**src/rtl/i2s_tx_gen.sv**
```systemverilog
// rtl/i2s_tx_gen.sv - I2S transmitter with one-entry pending register and bit-clock divider.
// Define I2S_TX_HOLD_ON_UNDERRUN_EN to retransmit the last pair on underrun instead of sending silence.
module i2s_tx_gen #(
  parameter int BCK_HALF = 2,
  parameter int WIDTH    = 24
) (
  input  logic             mck_i,
  input  logic             rst_i,
  input  logic             en_i,
  input  logic [WIDTH-1:0] l_data_i,
  input  logic [WIDTH-1:0] r_data_i,
  input  logic             valid_i,
  output logic             ready_o,
  output logic             bck_o,
  output logic             lrck_o,
  output logic             data_o,
  output logic             underrun_o
);

  localparam int            DW     = (BCK_HALF > 1) ? $clog2(BCK_HALF) : 1;
  localparam logic [DW-1:0] DIV_TC = DW'(BCK_HALF - 1);
  localparam logic [4:0]    W5     = 5'(WIDTH);

  logic [DW-1:0]    div_cnt_q, div_cnt_d;
  logic [5:0]       bit_cnt_q, bit_cnt_d;
  logic             bck_q, bck_d;
  logic             lrck_q, lrck_d;
  logic             data_q, data_d;
  logic             underrun_q, underrun_d;
  logic             pend_v_q, pend_v_d;
  logic [WIDTH-1:0] pend_l_q, pend_l_d;
  logic [WIDTH-1:0] pend_r_q, pend_r_d;
  logic [WIDTH-1:0] frm_l_q, frm_l_d;
  logic [WIDTH-1:0] frm_r_q, frm_r_d;

  logic             tc;
  logic             fall;
  logic             accept;
  logic [5:0]       bit_nxt;
  logic [4:0]       slot;
  logic [WIDTH-1:0] cur_word;
  logic [WIDTH-1:0] bit_mask;

  always_comb begin
    tc         = (div_cnt_q == DIV_TC);
    fall       = 1'b0;
    accept     = 1'b0;
    bit_nxt    = bit_cnt_q + 6'd1;
    slot       = bit_nxt[4:0];
    cur_word   = bit_nxt[5] ? frm_r_q : frm_l_q;
    bit_mask   = WIDTH'(1) << (W5 - slot);

    div_cnt_d  = div_cnt_q;
    bit_cnt_d  = bit_cnt_q;
    bck_d      = bck_q;
    lrck_d     = lrck_q;
    data_d     = data_q;
    underrun_d = 1'b0;
    pend_v_d   = pend_v_q;
    pend_l_d   = pend_l_q;
    pend_r_d   = pend_r_q;
    frm_l_d    = frm_l_q;
    frm_r_d    = frm_r_q;

    if (!en_i) begin
      div_cnt_d = '0;
      bit_cnt_d = 6'd63;
      bck_d     = 1'b0;
      lrck_d    = 1'b0;
      data_d    = 1'b0;
    end else begin
      // ready is judged on the registered pend_v, so a frame-start clear never admits a pair
      accept    = valid_i && !pend_v_q;
      div_cnt_d = tc ? '0 : div_cnt_q + DW'(1);
      if (tc) bck_d = !bck_q;
      fall = tc && bck_q;
      if (fall) begin
        bit_cnt_d = bit_nxt;
        lrck_d    = bit_nxt[5];
        data_d    = (slot != 5'd0 && slot <= W5) ? |(cur_word & bit_mask) : 1'b0;
        if (bit_cnt_q == 6'd63) begin
          if (pend_v_q) begin
            frm_l_d  = pend_l_q;
            frm_r_d  = pend_r_q;
            pend_v_d = 1'b0;
          end else begin
            underrun_d = 1'b1;
`ifdef I2S_TX_HOLD_ON_UNDERRUN_EN
            frm_l_d = frm_l_q;
            frm_r_d = frm_r_q;
`else
            frm_l_d = '0;
            frm_r_d = '0;
`endif
          end
        end
      end
      if (accept) begin
        pend_l_d = l_data_i;
        pend_r_d = r_data_i;
        pend_v_d = 1'b1;
      end
    end
  end

  always_ff @(posedge mck_i) begin
    if (rst_i) begin
      div_cnt_q  <= '0;
      bit_cnt_q  <= 6'd63;
      bck_q      <= 1'b0;
      lrck_q     <= 1'b0;
      data_q     <= 1'b0;
      underrun_q <= 1'b0;
      pend_v_q   <= 1'b0;
      pend_l_q   <= '0;
      pend_r_q   <= '0;
      frm_l_q    <= '0;
      frm_r_q    <= '0;
    end else begin
      div_cnt_q  <= div_cnt_d;
      bit_cnt_q  <= bit_cnt_d;
      bck_q      <= bck_d;
      lrck_q     <= lrck_d;
      data_q     <= data_d;
      underrun_q <= underrun_d;
      pend_v_q   <= pend_v_d;
      pend_l_q   <= pend_l_d;
      pend_r_q   <= pend_r_d;
      frm_l_q    <= frm_l_d;
      frm_r_q    <= frm_r_d;
    end
  end

  assign ready_o    = !pend_v_q;
  assign bck_o      = bck_q;
  assign lrck_o     = lrck_q;
  assign data_o     = data_q;
  assign underrun_o = underrun_q;

endmodule

```
**config.mk**
```make
export PLATFORM = sky130hd
export DESIGN_NAME = i2s_tx_gen
export DESIGN_NICKNAME = d
export VERILOG_FILES = /design/src/rtl/i2s_tx_gen.sv
export SDC_FILE = /design/constraint.sdc
export NUM_CORES = 1
export LEC_CHECK = 0
export CORE_UTILIZATION = 47
export CTS_BUF_LIST = sky130_fd_sc_hd__clkbuf_8 sky130_fd_sc_hd__clkbuf_16
export CTS_CLUSTER_SIZE = 28
export DETAILED_ROUTE_END_ITERATION = 12
export GPL_TIMING_DRIVEN = 0
export PLACE_DENSITY = 0.69
export SETUP_SLACK_MARGIN = 0.3
export SYNTH_ARGS = -nofsm -noshare
export SYNTH_HDL_FRONTEND = slang
export SYNTH_SLANG_ARGS = --single-unit
```
**constraint.sdc**
```tcl
create_clock -name mck_i -period 7.2 [get_ports mck_i]
set_clock_uncertainty 0.15 [all_clocks]
set_input_delay 1.44 -clock mck_i [delete_from_list [all_inputs] [get_ports mck_i]]
set_output_delay 1.44 -clock mck_i [all_outputs]
set_load 0.1 [all_outputs]
```
==> results.toml <==
[worst_setup_path]
start_kind = "flip-flop"
worst_path_largest_cell_delay_ns = 1.15
worstReg2RegEnd = "data_o$_SDFFE_PP0P_"
crit_slowest_cell = "clkdlybuf4s50_1"
path_max_fanout = 6
crit_path_end_kind = "output pin"
path_cells = "clkbuf_1, inv_1, clkdlybuf4s50_1"
cp.arrival_ns = 2.13
worstRegToRegCells = 8
rr_startpoint = "bit_cnt_q[4]$_SDFFE_PP1P_"
worst-endpoint-required_ns = 5.61
critPathKind = "reg -> out"
r2r_slack_ns = 4.35

[hold_path]
hold_path.class = "reg -> reg"
min_path_cells = 2
worstHoldEndpoint = "frm_r_q[22]$_SDFFE_PP0P_"
hp-start = "frm_r_q[22]$_SDFFE_PP0P_"

[logic_synthesis]
synth_area_mm2 = 0.00458
synth_edf_count = 0
synth_nets = 644
ys_async_sr_fraction = 0
synthCells = 586
yosys_warnings = 0
ys_seq_area_frac = 0.472
ys_ff_latch = 108
synth.distinct_cells = 43
synth.avg_cell_area_um2 = 7.82
ys.flop_type = "dfxtp_1"

[power_and_ir_drop]
power.leakage_uw = 0.00184
peakVddDrop_mv = 0.111
power_density_mw_per_mm2 = 194
power_uw = 1060

[timing]
fin_crit_sh = 0.516
fmax_mhz = 269
worst_pin_slew_ns = 0.984
min_period_ns = 3.72
hold_violations = 0
rsz0062_at_grt = "no"
slew_viol_final = 0
setup_viol = 0
setup_tns_ns = 0
slew_headroom = 0.342

[floorplan]
die_x_um = 101
pin_count = 57
die_area_mm2 = 0.0102
die_h_um = 101
rows = 35
floorplan.initialDensity = 0.491
coreArea_mm2 = 0.00933

[cts]
clkSinkCount = 108
postCtsSetupBuffers = 0
clk_pin_slew_ns = 0.10
h-tree-depth = 3
cts_tree = "done"
numCtsBuffers = 9
cts-resized-gates = 0
cts_buffer_depth = 2
hold_buffers = 0
cts_root_buf = "clkbuf_8"
insertion_delay_ns = 0.38

[final_layout]
syn_to_final_growth_pct = 19.7
fillers = 898
diodes = 0
final_nets = 710
final_cells = 786
layout-drive-gt1-share = 0.0441

[detailed_routing]
drc = 0
wl_per_cell_um = 15.0
via_per_inst = 5.37
vias = 4219
wirelength_um = 11800
dr.pass1.iters = 4
drt_iter0_markers = 195
ant_nets = 0

[run_status]
outcome = "complete, no violations"

[grt]
antenna_found_initial = 0
grt_pass1_vias = 3959
grt_pass1_wl_um = 19500
grtUsageTotal = 0.251
grt_max_degree = 20
grt-ovfl-total = 0

[job]
drv_cap = 0

[placed_design]
portBuffers = 55
dp_cells = 770
hpwl_um = 8820
place_congestion = 0.904
layout make-up:
class	instances	area, um^2	share of cell area
clock inverters	7	65.1	0.0119
repair buffers	55	551	0.100
plain buffers	51	205	0.0374
multi-input cells	422	2200	0.401
flip-flops and latches	108	2160	0.394
inverters	5	18.8	0.00342
well taps	129	161	0.0294
clock buffers	9	124	0.0226
placed cells by master (no fill, tap or decap), drive strengths merged, types with 5 or more instances in the layout:
cell and instances:
nand2 163, dfxtp 108, a21oi 104, nand3 60, clkdlybuf4s50 55, clkbuf 49, buf 11, a22oi 10
nor2 8, nand2b 7, inv 7, o211ai 6, ha 6, xnor2 6, mux2 6, o21ai 5
per-layer routing:
layer,routed length (um),track usage
met1,5410,0.329
met2,5710,0.420
met3,578,0.0451
met4,119,0.0780
met5,0,0
worst max-delay path by stage:
stage / from / end / slack, ns / cells after the start
floorplan: valid_i / pend_l_q[14]$_SDFFE_PP0P_ / 4.52 / 6
global placement: en_i / pend_l_q[20]$_SDFFE_PP0P_ / 3.46 / 7
detailed placement: en_i / pend_l_q[18]$_SDFFE_PP0P_ / 3.42 / 7
CTS: pend_v_q$_SDFFE_PP0P_ / ready_o / 3.47 / 3
global route: pend_v_q$_SDFFE_PP0P_ / ready_o / 3.44 / 3
finish: pend_v_q$_SDFFE_PP0P_ / ready_o / 3.48 / 3
cell families (layout without fill, tap and decap cells):
logic type                 after synthesis  in the layout  share of synthesized area
adders and majority gates                6              6                     0.0164
buffers and inverters                   56            127                     0.0489
and+or+nand+nor                        252            252                      0.236
DFF                                    108            108                      0.472
xor gates and xnor gates                 8              8                     0.0194
muxes                                    9              9                     0.0221
AOI/OAI and AO/OA                      147            147                      0.186
power by group:
part	internal (uW)	switching [uW]
Sequential	611	7.63
Clock	132	222
Combinational	40.7	52.1
registers in the layout, indices dropped and copies added (netlist names):
| signal | cells |
|---|---|
| frm_l_q | 24 |
| bck_o | 1 |
| data_o | 1 |
| bit_cnt_q | 6 |
| pend_r_q | 24 |
| lrck_o | 1 |
| pend_l_q | 24 |
| pend_v_q | 1 |
| frm_r_q | 24 |
| div_cnt_q | 1 |
| underrun_o | 1 |
cell usage after synthesis (2+ instances only):
master    count  share of area
nand2_1     163           0.13
dfxtp_1     108           0.47
a21oi_1     104           0.11
nand3_1      60          0.066
clkbuf_1     40          0.033
a22oi_1      10          0.016
nor2_1        8         0.0066
nand2b_1      7         0.0096
ha_1          6          0.016
o211ai_1      6         0.0098
buf_1         5         0.0041
buf_2         5         0.0055
inv_1         5         0.0041
mux2_2        5          0.012
o21ai_0       5         0.0055
xnor2_1       5         0.0096
a211oi_1      4         0.0066
a221oi_1      4         0.0076
a31oi_1       3         0.0041
mux2i_1       3         0.0066
nand4_1       3         0.0041
and3_1        2         0.0027
and4_1        2         0.0038
nor2b_1       2         0.0027
o2111a_1      2         0.0049
xor2_1        2         0.0038
critical path: cells and delay by family, from the launching register on:
family	cells	cell delay, ns
buffers and inverters	3	1.43
flip-flops	1	0.31
per-stage QoR:
stage	util	hold WS, ns	cell area [um^2]	worst slack (ns)
after floorplan	-	0.278	4580	4.52
after global placement	0.568	0.288	5300	3.46
after detailed placement	0.568	0.293	5300	3.42
after CTS	0.588	0.307	5490	3.47
after global routing	0.588	0.328	5490	3.44
final	0.588	0.307	5490	3.48
Power figures use the tool's default switching activity.
